<file path="src/rtl/onehot_grant_decoder.sv">
// Turns an encoded index (plus a None flag) into a one-hot grant held for HOLD cycles,
// followed by a GAP-cycle guard before the next code is accepted.
module onehot_grant_decoder #(
  parameter int unsigned N_OUT = 8,
  parameter int unsigned IDX_W = 3,
  parameter int unsigned HOLD  = 2,
  parameter int unsigned GAP   = 1,
  parameter int unsigned CNT_W = 8
) (
  input  logic             clk,
  input  logic             rst,
  input  logic             in_valid,
  output logic             in_ready,
  input  logic [IDX_W-1:0] I,
  input  logic             None,
  output logic [N_OUT-1:0] O,
  output logic             O_valid,
  output logic             none_seen,
  output logic             err,
  output logic [CNT_W-1:0] grant_cnt
);

  localparam int unsigned HG_MAX = (HOLD > GAP) ? HOLD : GAP;
  localparam int unsigned TMR_W  = (HG_MAX > 1) ? $clog2(HG_MAX) : 1;

  localparam logic [TMR_W-1:0] HOLD_LD = TMR_W'(HOLD - 1);
  localparam logic [TMR_W-1:0] GAP_LD  = TMR_W'((GAP > 0) ? GAP - 1 : 0);
  localparam logic [IDX_W:0]   N_OUT_L = (IDX_W+1)'(N_OUT);

  localparam logic [1:0] S_IDLE  = 2'd0;
  localparam logic [1:0] S_DRIVE = 2'd1;
  localparam logic [1:0] S_GAP   = 2'd2;

  logic [1:0]       state_q, state_d;
  logic [TMR_W-1:0] tmr_q, tmr_d;
  logic [N_OUT-1:0] o_q, o_d;
  logic             ov_q, ov_d;
  logic             none_q, none_d;
  logic             err_q, err_d;
  logic [CNT_W-1:0] gcnt_q, gcnt_d;
  logic             idx_bad;

  assign idx_bad = {1'b0, I} >= N_OUT_L;

  // Ready comes from registered state only; held low while reset is asserted.
  assign in_ready  = (state_q == S_IDLE) & ~rst;
  assign O         = o_q;
  assign O_valid   = ov_q;
  assign none_seen = none_q;
  assign err       = err_q;
  assign grant_cnt = gcnt_q;

  always_ff @(posedge clk or posedge rst) begin
    if (rst) begin
      state_q <= S_IDLE;
      tmr_q   <= '0;
      o_q     <= '0;
      ov_q    <= 1'b0;
      none_q  <= 1'b0;
      err_q   <= 1'b0;
      gcnt_q  <= '0;
    end else begin
      state_q <= state_d;
      tmr_q   <= tmr_d;
      o_q     <= o_d;
      ov_q    <= ov_d;
      none_q  <= none_d;
      err_q   <= err_d;
      gcnt_q  <= gcnt_d;
    end
  end

  always_comb begin
    state_d = state_q;
    tmr_d   = tmr_q;
    o_d     = o_q;
    ov_d    = ov_q;
    none_d  = 1'b0;
    err_d   = 1'b0;
    gcnt_d  = gcnt_q;

    case (state_q)
      S_IDLE: begin
        // None takes priority over the index, so an out-of-range I is ignored then.
        if (in_valid) begin
          if (None) begin
            none_d = 1'b1;
          end else if (idx_bad) begin
            err_d = 1'b1;
          end else begin
            o_d     = N_OUT'(1) << I;
            ov_d    = 1'b1;
            tmr_d   = HOLD_LD;
            state_d = S_DRIVE;
          end
        end
      end
      S_DRIVE: begin
        if (tmr_q == '0) begin
          o_d  = '0;
          ov_d = 1'b0;
          if (~&gcnt_q) gcnt_d = gcnt_q + 1'b1;
          if (GAP > 0) begin
            tmr_d   = GAP_LD;
            state_d = S_GAP;
          end else begin
            state_d = S_IDLE;
          end
        end else begin
          tmr_d = tmr_q - 1'b1;
        end
      end
      S_GAP: begin
        if (tmr_q == '0) state_d = S_IDLE;
        else             tmr_d   = tmr_q - 1'b1;
      end
      default: begin
        o_d     = '0;
        ov_d    = 1'b0;
        state_d = S_IDLE;
      end
    endcase
  end

endmodule

</file>
<file path="config.mk">
export PLATFORM = sky130hd
export DESIGN_NAME = onehot_grant_decoder
export DESIGN_NICKNAME = d
export VERILOG_FILES = /design/src/rtl/onehot_grant_decoder.sv
export SDC_FILE = /design/constraint.sdc
export NUM_CORES = 1
export LEC_CHECK = 0
export BUFFER_PORTS_ARGS = -buffer_cell sky130_fd_sc_hd__buf_2
export CAP_MARGIN = 40
export CORE_MARGIN = 3
export CORE_UTILIZATION = 40
export CTS_CLUSTER_DIAMETER = 30
export DETAILED_ROUTE_END_ITERATION = 8
export HOLD_SLACK_MARGIN = 0.1
export PLACE_DENSITY = 0.6
export SYNTH_ARGS = -nofsm -noshare
export SYNTH_HDL_FRONTEND = slang
export SYNTH_SLANG_ARGS = --single-unit
</file>
<file path="constraint.sdc">
create_clock -name clk -period 2.1 [get_ports clk]
set_clock_uncertainty 0.1 [all_clocks]
set_input_delay 0 -clock clk [delete_from_list [all_inputs] [get_ports clk]]
set_output_delay 0 -clock clk [all_outputs]
set_load 0.01 [all_outputs]
</file>
# After elaboration in Yosys (flattened, before gate mapping)
# Cells that the tools add are included.
[totals] input_bits=7 latchBits=0 register_bits=21 memories=0 ram_bits=0 rom_bits=0 output_inout_bits=20 elab_cells=46
[classes] bitwise_logic=5 reduce_logical=8 n_div=0 multipliers=0 order_cmp=0 n_eq_ne=6 shifts=1 n_addsub=2 muxes=18
[ops] cell="$mux 8" n=3
[ops] cell="$pmux 8 s3" n=1
[ops] cell="$add 8x1->8 const B" n=1
[ops] cell="$mux 2" n=4
[ops] cell="$ne 2x2->1 const B" n=4
[ops] cell="$reduce_and 4->1" n=2
[ops] cell="$reduce_and 8->1" n=1
[ops] cell="$shl 1x3->8 const A" n=1
[ops] cell="$mux 1" n=7
[ops] cell="$pmux 2 s3" n=1
[ops] cell="$reduce_and 3->1" n=2
[ops] cell="$not 1->1" n=4
[ops] cell="$pmux 1 s3" n=1
[ops] cell="$eq 2x1->1 const B" n=1
[ops] cell="$eq 2x2->1 const B" n=1
[ops] cell="$logic_not 2->1" n=1
[ops] cell="$pmux 1 s2" n=1
[ops] cell="$reduce_bool 2->1" n=1
[ops] cell="$reduce_or 2->1" n=1
[ops] cell="$and 1x1->1" n=1
[ops] cell="$sub 1x1->1 const B" n=1

# Logic depth before layout (Yosys ltp)
# Gate-level depths: netlist (run 1).
[logic_depth] word_depth=4 depth_mapped=5 depth_no_buf=5

# Worst setup path after synthesis (run 1)
# Ideal clock, no wire load.
[synth_timing] path_kind="reg2reg" from="reg gcnt_q[0], in the netlist grant_cnt[0]" to="reg gcnt_q[6], in the netlist grant_cnt[6]" path_buffers=0 t_arrival_ns=1.438 slack_ns=0.434 period_less_slack_ns=1.666 stages_incl_launch_ff=5 path_cell_list="dfrtp_1 -> ha_1 -> nand4_1 -> and4bb_1 -> mux2_1"
[synth_via] elab_chain_cells=3 word_cells_on_any_way=4
[synth_lines] element="start: declaration" line_no="40" source="logic [CNT_W-1:0] gcnt_q, gcnt_d;"
[synth_lines] element="start signal: assignment" line_no="69" source="gcnt_q <= gcnt_d;"
[synth_lines] element="branches (longest 3 deep; another with $add 8x1->8)"
# Parallel ways; which one is timed is not known.
# A chain may end at the register's enable or synchronous reset.

# Worst setup path after layout (run 1)
# Same ends and word-level chain as after synthesis.

==> impl_metrics.toml, run 1 <==
[status]
outcome = "completed"

[layout]
area_delta_synth_final_pct = 22.05
fin_nets = 132
layout-drive-gt1-share_pct = 29.17
antenna_cells = 0
fillers = 221
fin_util_pct = 54.17

[synthesis]
synth_top_area_cell = "dfrtp_1"
synth_area_sq_mm = 0.001038
synth_xor_area_share_pct = 2.530
yosys.area.top_type_share_pct = 50.60
synth.yosys.seq_area_share_pct = 50.60
synthSimpleGateAreaFrac_pct = 15.78
synth_top_family_by_area = "compound AO/OA/AOI/OAI gates"
avgSynthCellArea_sq_um = 11.94
yosysUniqueCellTypes = 36
syn_inst = 87
synth_area_leaders = "dfrtp_1 51%, a22o_1 5.1%, ha_1 4.8%"
synthArstFlopShare_pct = 100.0
synthTopCellsByCount = "21 x dfrtp_1, 6 x a21oi_1, 6 x a22o_1, 5 x inv_1"
ys_ff_latch = 21
muxShareOfSynthArea_pct = 4.217
yosysMostFrequentCell = "dfrtp_1"
synth-edff-count = 0
synth_compound_area_share_pct = 18.07
synthAdderAreaFrac_pct = 4.819
yosys_warnings = 0
syn-num-nets = 98
synthFlopType = "dfrtp_1"

[timing]
rsz0062_at_grt = "no"
relSlewSlack_pct = 48.24
finalSetupViolCount = 0
fin_ws_ns = 0.3625
finalHoldViolCount = 0
max_freq_mhz = 575.5
tightest_slew_ns = 0.7756
finalCritPeriodShare_pct = 82.74
slew_violations = 0
min_period_ns = 1.738
fin_tns_setup_ns = 0

[setup_path]
rr_startpoint = "grant_cnt[0]"
critical_path.max_fanout = 5
critPathMaxStageDelay_ns = 0.42
cp_top_family = "simple AND/OR/NAND/NOR gates"
worst-setup-path-type = "reg2reg"
cp_cell_sequence = "ha_1 > nand4_1 > and4bb_1 > mux2_1"
worst-path-buf-inv = 0
end_kind = "flip-flop"
crit_slowest_cell = "dfrtp_1"
startpoint = "grant_cnt[0]"
ff2ff_setup_slack_ns = 0.36
cp.required_ns = 2.19
worstSetupPathDepth = 4
reg2reg_depth = 4
start_kind = "flip-flop"
worstPathArrival_ns = 1.83
r2r_end = "grant_cnt[6]"
critPathCapture = "grant_cnt[6]"

[place]
detailed_place_hpwl_mm = 1.500
gp_congestion = 0.7672
port_buffers = 25
dp_worst_setup_slack_ns = 0.3954

[grt]
grt_pass1_vias = 710
grt_usage_pct = 12.41
grt_max_degree = 22
antenna_found_initial = 0
grt.overflow.total = 0
grt_pass1_wl_mm = 3.167

[run]
cap_violations = 0

[detailed_routing]
vias = 795
wl_mm = 1.959
route.detailed.drc = 0
routedWlPerCell_microns = 13.24
ant_nets = 0
drtIter0Drc = 18
routed_via_density = 5.372
drt-pass1-iter-count = 4

[clock_tree]
numClockSinks = 21
clock_latency_ns = 0.30
clock_path_buffers = 2
hold_buffers = 6
cts_tree = "built"
cts_resized = 0
root_buffer = "clkbuf_4"
cts_buffers = 3
postCtsSetupRepairBufs = 0
cts_htree_levels = 1
cts.clk_slew.worst_paths_ns = 0.11

[floorplan]
rows = 17
dieArea_sq_mm = 0.003244
start_util_pct = 44.39
die_w_microns = 56.96
coreArea_sq_mm = 0.002340
ios = 27
die_h_microns = 56.96

[power]
powerDensity_mw_per_mm2 = 1028
total_leakage_power_nw = 0.6663
ir_drop_v = 0.0006384

[min_path]
worstHoldStart = "in_valid"
holdCritPathClass = "in2reg"
[through the flow]
step | cells | instance area (sq um) | total power (W) | hold slack [ns]
final | 148 | 1267 | 0.001303 | 0.1178
after global routing | 148 | 1267 | 0.001418 | 0.1345
after CTS | 148 | 1267 | 0.001324 | 0.1081
after floorplan | 87 | 1039 | 0.0009704 | -0.1235
after detailed placement | 138 | 1180 | 0.001118 | 0.1221
after global placement | 138 | 1180 | 0.001098 | 0.09567
[final cells by class]
cell class / count / area [sq um] / area share [%]
inverters: 5 / 18.77 / 1.481
clock buffers: 3 / 22.52 / 1.777
flip-flops and latches: 21 / 525.5 / 41.46
repair buffers: 31 / 185.2 / 14.61
clock inverters: 1 / 5.005 / 0.3949
well taps: 28 / 35.03 / 2.764
multi-input cells: 59 / 475.5 / 37.51
[sequential cells by signal, summed over array words and instances, names as in the netlist]
signal / cells
none_seen: 1
O_valid: 1
grant_cnt: 8
O: 8
tmr_q: 1
state_q: 2
[cell usage in the layout (no fill, tap or decap), drive strengths merged, types with 2 or more instances in the layout]
| cell type | synthesis | final |
|---|---|---|
| a21o | 2 | 2 |
| dlygate4sd3 | 0 | 6 |
| a21oi | 7 | 7 |
| dfrtp | 21 | 21 |
| and2b | 2 | 2 |
| nor2 | 2 | 2 |
| and3 | 5 | 5 |
| buf | 2 | 25 |
| o21ai | 3 | 3 |
| nor2b | 2 | 2 |
| xnor2 | 3 | 3 |
| a32o | 2 | 2 |
| inv | 5 | 5 |
| ha | 4 | 4 |
| mux2 | 3 | 3 |
| o211ai | 2 | 2 |
| clkbuf | 0 | 3 |
| a22o | 6 | 6 |
| nand2b | 2 | 2 |
| nand4 | 3 | 3 |
[how the worst min path moves through the flow]
stage	end	cells after the start
5_1_grt	state_q[1]	4
6_report	state_q[1]	4
3_5_place_dp	none_seen	2
3_3_place_gp	none_seen	2
4_1_cts	state_q[1]	4
2_1_floorplan	O[0]	1
[logic make-up after synthesis]
kind of cell | count (synthesis)
mux | 4
buf+inv | 7
xor+xnor | 3
simple gates | 22
other cells | 1
compound gates | 25
flops | 21
fa+ha+maj | 4
[power by group]
group	switching [W]	leakage (nW)	internal, W
combinational	0.000290	0.368	0.000238
sequential	0.0000884	0.280	0.000496
clock	0.000120	0.0177	0.0000709
total	0.000499	0.666	0.000804
[metal layers]
metal | global-route usage [%] | share of wire (%) | vias up
li1 | - | - | 391
met1 | 16.71 | 47 | 384
met2 | 19.41 | 46 | 18
met3 | 4.751 | 5.4 | 2
met5 | 0 | 0 | -
met4 | 1.987 | 0.66 | 0
[tightest hold or removal path: cells and delay by family]
family / cells / cell delay [ns]
simple gates: 1 / 0.16
compound gates: 2 / 0.21
buf+inv: 1 / 0.11
Power figures use the tool's default switching activity.
==> inputs of run 2 (changes only) <==
==> constraint.sdc (replaced) <==
create_clock -name clk -period 1.6 [get_ports clk]
set_clock_uncertainty 0.1 [all_clocks]
set_input_delay 0 -clock clk [delete_from_list [all_inputs] [get_ports clk]]
set_output_delay 0 -clock clk [all_outputs]
set_load 0.01 [all_outputs]
==> impl_metrics.toml, run 2 (synthesis gave the netlist of run 1 again) <==
[status]
outcome = "completed"

[grt]
antenna_found_initial = 0
grt_max_degree = 16
grt_pass1_vias = 864
grt_pass1_wl_mm = 3.746
grt_usage_pct = 14.45
grt.overflow.total = 0

[layout]
antenna_cells = 0
fin_nets = 147
area_delta_synth_final_pct = 38.07
layout_common_cells = "25 x buf_2, 21 x dfrtp_1, 14 x buf_4"
final_common_cell = "buf_2"
layout-drive-gt1-share_pct = 42.22
finalInstanceArea_sq_mm = 0.001434

[timing]
slew_violations = 0
max_freq_mhz = 646.4
holdWs_ns = 0.3879
fin_tns_setup_ns = 0
finalHoldViolCount = 0
rsz0062_at_grt = "yes"
min_period_ns = 1.547
finalSetupViolCount = 0
finalCritPeriodShare_pct = 96.69

[detailed_routing]
vias = 861
wl_mm = 2.355
drt-pass1-iter-count = 4
ant_nets = 0
route.detailed.drc = 0
routed_via_density = 5.282
routedWlPerCell_microns = 14.45
drtIter0Drc = 27

[setup_path]
rr_startpoint = "state_q[1]"
cp_cell_sequence = "buf_4 > ha_4 > a21oi_4 > nor4b_4 > a32o_1"
ff2ff_setup_slack_ns = 0.05
cp_top_family = "flip-flops"
crit_slowest_cell = "dfrtp_1"
startpoint = "state_q[1]"
worst-path-buf-inv = 1
reg2reg_depth = 5
worstSetupPathDepth = 5
r2r_end = "O[3]"
critPathMaxStageDelay_ns = 0.41
critical_path.max_fanout = 4
worst-setup-path-type = "reg2reg"
worstPathArrival_ns = 1.69
critPathCapture = "O[3]"
start_kind = "flip-flop"
end_kind = "flip-flop"
cp.required_ns = 1.74

[power]
ir_drop_v = 0.001008
powerDensity_mw_per_mm2 = 1388
total_leakage_power_nw = 0.7339
finalPower_w = 0.001991

[clock_tree]
root_buffer = "clkbuf_4"
cts.clk_slew.worst_paths_ns = 0.12
clock_path_buffers = 2
cts_buffers = 3
numClockSinks = 21
cts_htree_levels = 1
clock_latency_ns = 0.29
cts_tree = "built"

[min_path]
holdCritPathClass = "in2reg"
worstHoldStart = "None"

[place]
detailed_place_hpwl_mm = 1.666
gp_congestion = 0.7992
placed_area_sq_mm = 0.001261
port_buffers = 25

[run]
cap_violations = 0

[floorplan]
dieArea_sq_mm = 0.003244
rows = 17
start_util_pct = 44.39
ios = 27
die_h_microns = 56.96
die_w_microns = 56.96
coreArea_sq_mm = 0.002340
[run 2: cell types whose count changed in the layout (fill, tap and decap cells not counted), moves of 2 or more]
cell    delta
inv_1      -3
mux2_4     +2
ha_4       +2
inv_2      +3
ha_1       -4
mux2_1     -2
ha_2       +2
buf_4     +14
[run 2: routing by layer]
metal,vias to the layer above,wire [microns],GRT usage (%)
li1,418,-,-
met1,429,1101,19.48
met2,12,1165,23.82
met3,2,71,2.715
met4,0,17,3.974
met5,-,0,0
[run 2: area by class of cell]
cell class / instances / area (sq um)
multi-input combinational: 59 / 528.0
inverter: 5 / 18.77
fill: 210 / 905.9
tap: 28 / 35.03
clock buffer: 4 / 26.28
timing repair buffer: 46 / 300.3
sequential: 21 / 525.5
[run 2: tightest hold or removal path: cells and delay by family]
family	cells	cell delay [ns]
buf+inv	2	0.62
simple gates	1	0.14
[run 2: worst min-delay path by stage]
stage          cells past startpoint        end  slack, ns
6_report                           3  none_seen       0.39
2_1_floorplan                      1       O[0]      -0.12
4_1_cts                            1    O_valid       0.39
5_1_grt                            3  none_seen       0.41
3_5_place_dp                       2      tmr_q      -0.15
3_3_place_gp                       2      tmr_q      -0.16
[run 2: timing repair]
action,4_1_cts,5_1_grt
setup buffers,1,3
hold buffers,7,0
endpoints found under the hold margin,30,0
pin swaps,2,5
resized for setup,2,9
setup endpoints to repair,3,14
[run 2: per-stage QoR]
step / setup slack, ns / utilization, % / std cells
6_report: 0.05292 / 61.28 / 163
4_1_cts: 0.01251 / 58.56 / 160
5_1_grt: -0.04352 / 61.28 / 163
2_1_floorplan: -0.04277 / - / 87
3_3_place_gp: 0.03461 / 53.90 / 148
3_5_place_dp: -0.003791 / 53.90 / 148
[run 2: power breakdown]
| group | total [W] | internal, W | leakage (nW) | switching, W |
|---|---|---|---|---|
| registers | 0.000757 | 0.000651 | 0.280 | 0.000106 |
| logic | 0.000975 | 0.000488 | 0.439 | 0.000487 |
| clock network | 0.000259 | 0.0000968 | 0.0150 | 0.000162 |
==> inputs of run 3 (changes only) <==
==> constraint.sdc (replaced) <==
create_clock -name clk -period 1.7 [get_ports clk]
set_clock_uncertainty 0.1 [all_clocks]
set_input_delay 0 -clock clk [delete_from_list [all_inputs] [get_ports clk]]
set_output_delay 0 -clock clk [all_outputs]
set_load 0.01 [all_outputs]
==> impl_metrics.toml, run 3 (synthesis gave the netlist of run 1 again) <==
[status]
outcome = "completed"

[clock_tree]
root_buffer = "clkbuf_4"
cts_htree_levels = 1
cts.clk_slew.worst_paths_ns = 0.12
cts_buffers = 3
numClockSinks = 21
cts_tree = "built"
clock_latency_ns = 0.31
clock_path_buffers = 2

[detailed_routing]
wl_mm = 2.234
routedWlPerCell_microns = 14.32
drt-pass1-iter-count = 4
route.detailed.drc = 0
ant_nets = 0
vias = 837
drtIter0Drc = 16
routed_via_density = 5.365

[layout]
seqCellArea_sq_um = 525.5
antenna_cells = 0
multi_input_area_sq_um = 478.0
layout_common_cells = "25 x buf_2, 21 x dfrtp_1, 8 x buf_4"
final_common_cell = "buf_2"
area_delta_synth_final_pct = 28.07
finalInstanceArea_sq_mm = 0.001330
fillers = 226
layout-drive-gt1-share_pct = 34.38
fin_nets = 140

[setup_path]
start_kind = "flip-flop"
critPathMaxStageDelay_ns = 0.40
crit_slowest_cell = "dfrtp_1"
end_kind = "flip-flop"
worstPathArrival_ns = 1.70
cp.required_ns = 1.81
rr_startpoint = "state_q[1]"
critical_path.max_fanout = 6
worst-setup-path-type = "reg2reg"
startpoint = "state_q[1]"
cp_cell_sequence = "inv_1 > ha_2 > and4b_1 > nand4_1 > mux2_1"

[floorplan]
die_w_microns = 56.96
die_h_microns = 56.96
start_util_pct = 44.39
ios = 27
coreArea_sq_mm = 0.002340
rows = 17
dieArea_sq_mm = 0.003244

[power]
switching_share_pct = 38.09
clkPwrFrac_pct = 14.1
power.internal_w = 0.001068
total_leakage_power_nw = 0.7016
seqPwrFrac_pct = 41.2
finalPower_w = 0.001725
combPwrFrac_pct = 44.6
p_sw_w = 0.0006571
ir_drop_v = 0.0007486
powerDensity_mw_per_mm2 = 1297

[timing]
max_freq_mhz = 627.3
finalCritPeriodShare_pct = 93.77
finalHoldViolCount = 0
rsz0062_at_grt = "no"
finalSetupViolCount = 0
min_period_ns = 1.594
slew_violations = 0
fin_tns_setup_ns = 0

[place]
detailed_place_hpwl_mm = 1.605
gp_congestion = 0.7613
port_buffers = 25
placed_area_sq_mm = 0.001232

[grt]
grt_pass1_wl_mm = 3.801
antenna_found_initial = 0
grt_pass1_vias = 806
grt_usage_pct = 14.61
grt_max_degree = 22
grt.overflow.total = 0

[min_path]
holdCritPathClass = "in2async"

[run]
cap_violations = 0
==> run 3: cell count changes in the layout (fill, tap and decap cells not counted), sizes merged <==
cell / previous run / this run
buf: 39 / 33
dlygate4sd3: 7 / 6
clkinv: 0 / 1
clkbuf: 4 / 3
==> run 3: worst paths after layout <==
check | end | slack, ns | cells past startpoint
max | grant_cnt[7] | 0.11 | 5
min | O[7] | 0.17 | 4
max reg2reg | grant_cnt[7] | 0.11 | 5
min reg2reg | O_valid | 0.39 | 1
max in group asynchronous | state_q[1] | 1.11 | 4
min in group clk | O_valid | 0.39 | 1
==> run 3: power groups by stage <==
stage | registers, W | logic (W) | clock network, W
after floorplan | 0.000740 | 0.000459 | 0
after global routing | 0.000733 | 0.000862 | 0.000273
after global placement | 0.000721 | 0.000710 | 0
final | 0.000711 | 0.000770 | 0.000244
after detailed placement | 0.000726 | 0.000735 | 0
after CTS | 0.000717 | 0.000748 | 0.000250
==> run 3: final cells by class <==
cell class                      instances  share of cell area [%]
Timing Repair Buffer                   39                   18.44
Sequential cell                        21                   39.51
Inverter                                5                   1.411
Tap cell                               28                   2.634
Multi-Input combinational cell         59                   35.94
Clock buffer                            3                   1.693
Clock inverter                          1                  0.3763
==> run 3: worst max-delay path: cells and delay by family, from the launching register on <==
family / cells / cell delay, ns
muxes: 1 / 0.32
buffers and inverters: 1 / 0.11
adders and majority gates: 1 / 0.24
and+or+nand+nor: 2 / 0.33
DFF: 1 / 0.40
==> run 3: per-layer routing <==
metal  track usage, %  up-vias  share of wire [%]
met1            19.94      408                 47
li1                 -      406                  -
met3            4.751        2                4.6
met2            22.84       21                 48
met5                0        -                  0
met4            2.980        0               0.58
==> run 3: repair_timing <==
item	in CTS	in global routing
resized for setup	0	1
hold buffers	6	0
buffers inserted	0	1
endpoints found under the hold margin	30	0
setup endpoints to repair	0	6
==> run 3: stage by stage <==
step	instances	setup WS (ns)	hold WS, ns	util [%]
after floorplan	87	0.03419	-0.1235	-
after global routing	156	0.001516	0.1985	56.84
final	156	0.1059	0.1744	56.84
after global placement	145	0.1262	-0.04833	52.67
after CTS	155	0.06960	0.1744	56.42
after detailed placement	145	0.07682	-0.02641	52.67
